===== config.mk =====
export PLATFORM = sky130hd
export DESIGN_NAME = seq_chunk_adder
export DESIGN_NICKNAME = d
export VERILOG_FILES = /design/src/rtl/adder_pkg.sv /design/src/rtl/chunk_adder.sv /design/src/rtl/seq_chunk_adder.sv
export SDC_FILE = /design/constraint.sdc
export NUM_CORES = 1
export LEC_CHECK = 0
export ABC_AREA = 1
export BUFFER_PORTS_ARGS = -buffer_cell sky130_fd_sc_hd__buf_2
export CAP_MARGIN = 20
export CORE_ASPECT_RATIO = 1.25
export CORE_MARGIN = 2
export CORE_UTILIZATION = 45
export DETAILED_ROUTE_END_ITERATION = 7
export PLACE_DENSITY = 0.76
export REMOVE_ABC_BUFFERS = 1
export SYNTH_ARGS = -nofsm -noshare
export SYNTH_HDL_FRONTEND = slang
export SYNTH_SLANG_ARGS = --single-unit

===== constraint.sdc =====
create_clock -name clk -period 2.9 [get_ports clk]
set_input_delay 0.87 -clock clk [delete_from_list [all_inputs] [get_ports clk]]
set_output_delay 0.87 -clock clk [all_outputs]
set_load 0.01 [all_outputs]

===== src/rtl/adder_pkg.sv =====
// Shared definitions for the chunk-serial adder: FSM states and parameter
// legality helpers used at elaboration time.
package adder_pkg;

  typedef enum logic [1:0] {
    IDLE = 2'd0,
    CALC = 2'd1,
    DONE = 2'd2
  } state_t;

  localparam int DEF_WIDTH = 16;
  localparam int DEF_CHUNK = 4;

  function automatic bit cfg_ok(input int width, input int chunk);
    return (chunk > 0) && (width >= chunk) && ((width % chunk) == 0);
  endfunction

  // Chunk index width; a single-chunk adder still keeps a 1-bit index.
  function automatic int idx_bits(input int nchunk);
    return (nchunk > 1) ? $clog2(nchunk) : 1;
  endfunction

endpackage


===== src/rtl/chunk_adder.sv =====
// Combinational W-bit ripple adder slice; also exposes the carry into its MSB
// so the caller can derive signed overflow on the final chunk.
module chunk_adder #(
  parameter int W = 4
) (
  input  logic [W-1:0] a,
  input  logic [W-1:0] b,
  input  logic         cin,
  output logic [W-1:0] s,
  output logic         cout,
  output logic         cmsb
);

  logic [W:0] c;

  always_comb begin
    c    = '0;
    s    = '0;
    c[0] = cin;
    for (int i = 0; i < W; i++) begin
      s[i]   = a[i] ^ b[i] ^ c[i];
      c[i+1] = (a[i] & b[i]) | (c[i] & (a[i] ^ b[i]));
    end
  end

  assign cout = c[W];
  assign cmsb = c[W-1];

endmodule


===== src/rtl/seq_chunk_adder.sv =====
// Multi-cycle adder/subtractor: operands are captured once, then summed one
// CHUNK-bit slice per cycle, LSB slice first, through a single chunk_adder.
module seq_chunk_adder
  import adder_pkg::*;
#(
  parameter int WIDTH = DEF_WIDTH,
  parameter int CHUNK = DEF_CHUNK
) (
  input  logic             clk,
  input  logic             rst_n,
  input  logic             in_valid,
  output logic             in_ready,
  input  logic [WIDTH-1:0] a,
  input  logic [WIDTH-1:0] b,
  input  logic             cin,
  input  logic             sub,
  output logic             out_valid,
  input  logic             out_ready,
  output logic [WIDTH-1:0] sum,
  output logic             cout,
  output logic             ovf,
  output state_t           fsm_state
);

  localparam int NCHUNK = WIDTH / CHUNK;
  localparam int IW = idx_bits(NCHUNK);
  localparam logic [IW-1:0] LAST = IW'(NCHUNK - 1);

  if (!cfg_ok(WIDTH, CHUNK)) begin : g_bad_cfg
    $error("seq_chunk_adder: WIDTH must be a positive multiple of CHUNK");
  end

  state_t           state_q, state_d;
  logic [IW-1:0]    idx_q;
  logic [WIDTH-1:0] a_q, b_q, sum_q;
  logic             carry_q, cout_q, ovf_q;
  logic [CHUNK-1:0] a_c, b_c, s_c;
  logic             co_c, cmsb_c;
  logic             accept;
  int               base;

  assign base = int'(idx_q) * CHUNK;
  assign a_c  = a_q[base +: CHUNK];
  assign b_c  = b_q[base +: CHUNK];

  chunk_adder #(.W(CHUNK)) u_chunk (
    .a    (a_c),
    .b    (b_c),
    .cin  (carry_q),
    .s    (s_c),
    .cout (co_c),
    .cmsb (cmsb_c)
  );

  // Handshakes: a transfer occurs on a rising clk edge where valid and ready
  // are both high; ready never depends on valid, and a held result stays
  // unchanged until the consumer takes it.
  always_comb begin
    state_d   = state_q;
    in_ready  = 1'b0;
    out_valid = 1'b0;
    case (state_q)
      IDLE: begin
        in_ready = 1'b1;
        if (in_valid) state_d = CALC;
      end
      CALC: begin
        if (idx_q == LAST) state_d = DONE;
      end
      DONE: begin
        out_valid = 1'b1;
        if (out_ready) state_d = IDLE;
      end
      default: state_d = IDLE;
    endcase
  end

  assign accept = in_valid & in_ready;

  always_ff @(posedge clk or negedge rst_n) begin
    if (!rst_n) begin
      state_q <= IDLE;
      idx_q   <= '0;
      a_q     <= '0;
      b_q     <= '0;
      carry_q <= 1'b0;
      sum_q   <= '0;
      cout_q  <= 1'b0;
      ovf_q   <= 1'b0;
    end else begin
      state_q <= state_d;
      if (accept) begin
        // Subtraction is A + ~B + 1, so the caller's cin is not used.
        a_q     <= a;
        b_q     <= sub ? ~b : b;
        carry_q <= sub | cin;
        idx_q   <= '0;
      end else if (state_q == CALC) begin
        sum_q[base +: CHUNK] <= s_c;
        carry_q              <= co_c;
        if (idx_q == LAST) begin
          idx_q  <= '0;
          cout_q <= co_c;
          ovf_q  <= cmsb_c ^ co_c;
        end else begin
          idx_q <= idx_q + 1'b1;
        end
      end
    end
  end

  assign sum       = sum_q;
  assign cout      = cout_q;
  assign ovf       = ovf_q;
  assign fsm_state = state_q;

endmodule


==> run metrics <==
H-tree depth=2; Pre-antenna DRT Iters=4; crit-path max cell delay=0.47 ns; RSZ-0062 raised after global routing=false; post-route ant nets=0; wire per inst=11.6 um; hpwl dp=4390 um; Final Non-Filler Cells=504; Cells after DPL=496; Post-Syn Area=2870 um2; Total Power Consumption=3.81 mW; run status=finished, final reports clean; Worst slew margin=0.695; Die X-Extent=75.5 um; pwr/cell area=1140 nW/um2; WL final=5860 um; GPL Wtd Cong=0.848; Startpoint Class=flip-flop; max_cap viols=0; CP Capture Type=flip-flop; Avg Cell Area, Syn=7.98 um2; DR iter-0 viols=175; Yosys cell types=22; WHS=0.450 ns; clock transition at the registers of the reported paths=0.09 ns; Worst-Margin Slew=0.458 ns; drt drc=0; worst-path fanout max=8; Tcrit/Tclk final=0.935; initial core utilization=0.466; Hold Buf Count CTS=0; Worst Hold Class=in2async; Setup violations, final=0; total gr overflow=0; fin nets=466; Diodes inserted=0; vias=2373; Hold Fails Final Rpt=0; Seq/Total Area, Yosys=0.479; slowest cell on the critical path=fa_1; Slew Limit Fails=0; cell count after synthesis=360; reg2reg path depth=13; Seq cells post-synth=55; Layout area overhead=16.1%; Clock Path Buffers=2; die height=93.3 um; CP required=3.11 ns; CTS root buf=clkbuf_8; Std-Cell Rows=32; largest net degree at the start of global routing=35; Tmin final=2.71 ns; worst skew pair latency=0.31 ns; Pleak=1.89 nW; Setup CP Type=reg2reg; Warnings, synthesis=0; Total GRT Usage=0.186; layout cell share with drive strength beyond 1=0.191; core area=6170 um2; CTS Buf Count=5; VDD IR max=0.000485 V; Clock Skew=0.00466 ns; global-route wire length before repair=10200 um; Final Cell Area=3330 um2; Max Freq=369 MHz; CTS tree=yes; initial antenna violation count=0; vias in the first global route=2251; I/O Buffers=59; Cell Chain, Critical Path=buf_4 > nand2_1 > nand3_1 > nand2_1 > fa_1 > fa_1 > inv_1 > fa_1 > fa_1 > nand2_1 > inv_1 > nand3_1 > nand2_1; die area=7040 um2; clk sinks=55; boundary pin count=60; Vias/cell=4.71; placed cell area=3210 um2; CP arrival=2.92 ns
layout by cell type (no fill, tap or decap), types with 2 or more instances in the layout:
cell,count
buf_4,6
ha_1,6
nand2_1,175
fa_1,4
nand4_1,2
nor2_1,23
inv_2,2
nand3_1,22
clkbuf_8,6
dfrtp_1,54
o211ai_1,4
buf_2,59
o21ai_0,12
inv_1,18
xor2_1,17
flip-flops by register name (all words and copies together), names as in the netlist:
signal,count
cout,1
fsm_state,2
a_q,16
b_q,16
sum,16
ovf,1
idx_q,2
carry_q,1
final cells by class:
| class | count | area (um2) |
|---|---|---|
| Sequential cell | 55 | 1380 |
| Tap cell | 85 | 106 |
| Clock buffer | 6 | 82.6 |
| Inverter | 21 | 81.3 |
| Timing Repair Buffer | 65 | 340 |
| Clock inverter | 2 | 35.0 |
| Fill cell | 640 | 2830 |
| Multi-Input combinational cell | 270 | 1310 |
worst max-delay path, delay by kind of cell (launching register included):
family                   cells  cell delay, ns
AND/OR/NAND/NOR              6            0.47
buffers and inverters        3            0.28
flip-flops                   1            0.39
adder cells (fa/ha/maj)      4            1.47
worst paths after layout:
path | slack (ns) | endpoint | start
setup / recovery | 0.19 | sum[11] | idx_q[0]
hold / removal | 0.45 | ovf | rst_n
setup reg to reg | 0.19 | sum[11] | idx_q[0]
hold reg to reg | 0.48 | b_q[10] | b_q[10]
max in group asynchronous | 1.85 | sum[3] | rst_n
min in group clk | 0.48 | b_q[10] | b_q[10]
timing repair:
| item | CTS | global route |
|---|---|---|
| setup endpoints to repair | 0 | 4 |
| resized for setup | 0 | 2 |
| setup buffers | 0 | 0 |
| endpoints found under the hold margin | 0 | 0 |
cell families after synthesis:
kind of cell / synth area share
buf+inv: 0.0645
compound gates: 0.0357
flops: 0.479
xor+xnor: 0.0519
simple gates: 0.315
fa+ha+maj: 0.0540
where the power goes:
group	internal, mW	switching [mW]
Combinational	0.728	1.24
Clock	0.280	0.244
Sequential	1.10	0.216
metal layers:
layer,vias to the layer above,share of wire,global-route usage,wire length (um)
li1,1222,-,-,-
met1,1091,0.46,0.248,2680
met2,54,0.49,0.307,2890
met3,6,0.039,0.0323,229
met4,0,0.011,0.0526,64
met5,-,0,0,0
synth_stat cells:
library cell / n / share of area
buf_4: 4 / 0.010
nand3_1: 22 / 0.038
nor2_8: 1 / 0.0070
inv_4: 1 / 0.0022
buf_6: 4 / 0.016
fa_1: 4 / 0.028
nor2_1: 23 / 0.030
inv_2: 1 / 0.0013
ha_1: 6 / 0.026
inv_1: 19 / 0.025
nor2_2: 1 / 0.0022
xor2_1: 17 / 0.052
nand4_1: 2 / 0.0044
buf_2: 5 / 0.0087
nand2_4: 1 / 0.0039
o21ai_1: 1 / 0.0017
o211ai_1: 4 / 0.010
o21ai_0: 12 / 0.021
dfrtp_1: 55 / 0.48
nand2_1: 175 / 0.23
o31ai_1: 1 / 0.0026
clkbuf_1: 1 / 0.0013
per-stage QoR:
step | TNS (ns) | worst slack (ns) | util
final | 0 | 0.187 | 0.541
after global routing | 0 | 0.0226 | 0.541
after CTS | 0 | 0.0902 | 0.540
after detailed placement | 0 | 0.0985 | 0.521
after global placement | 0 | 0.222 | 0.521
after floorplan | -0.788 | -0.221 | -
Power figures use the tool's default switching activity.
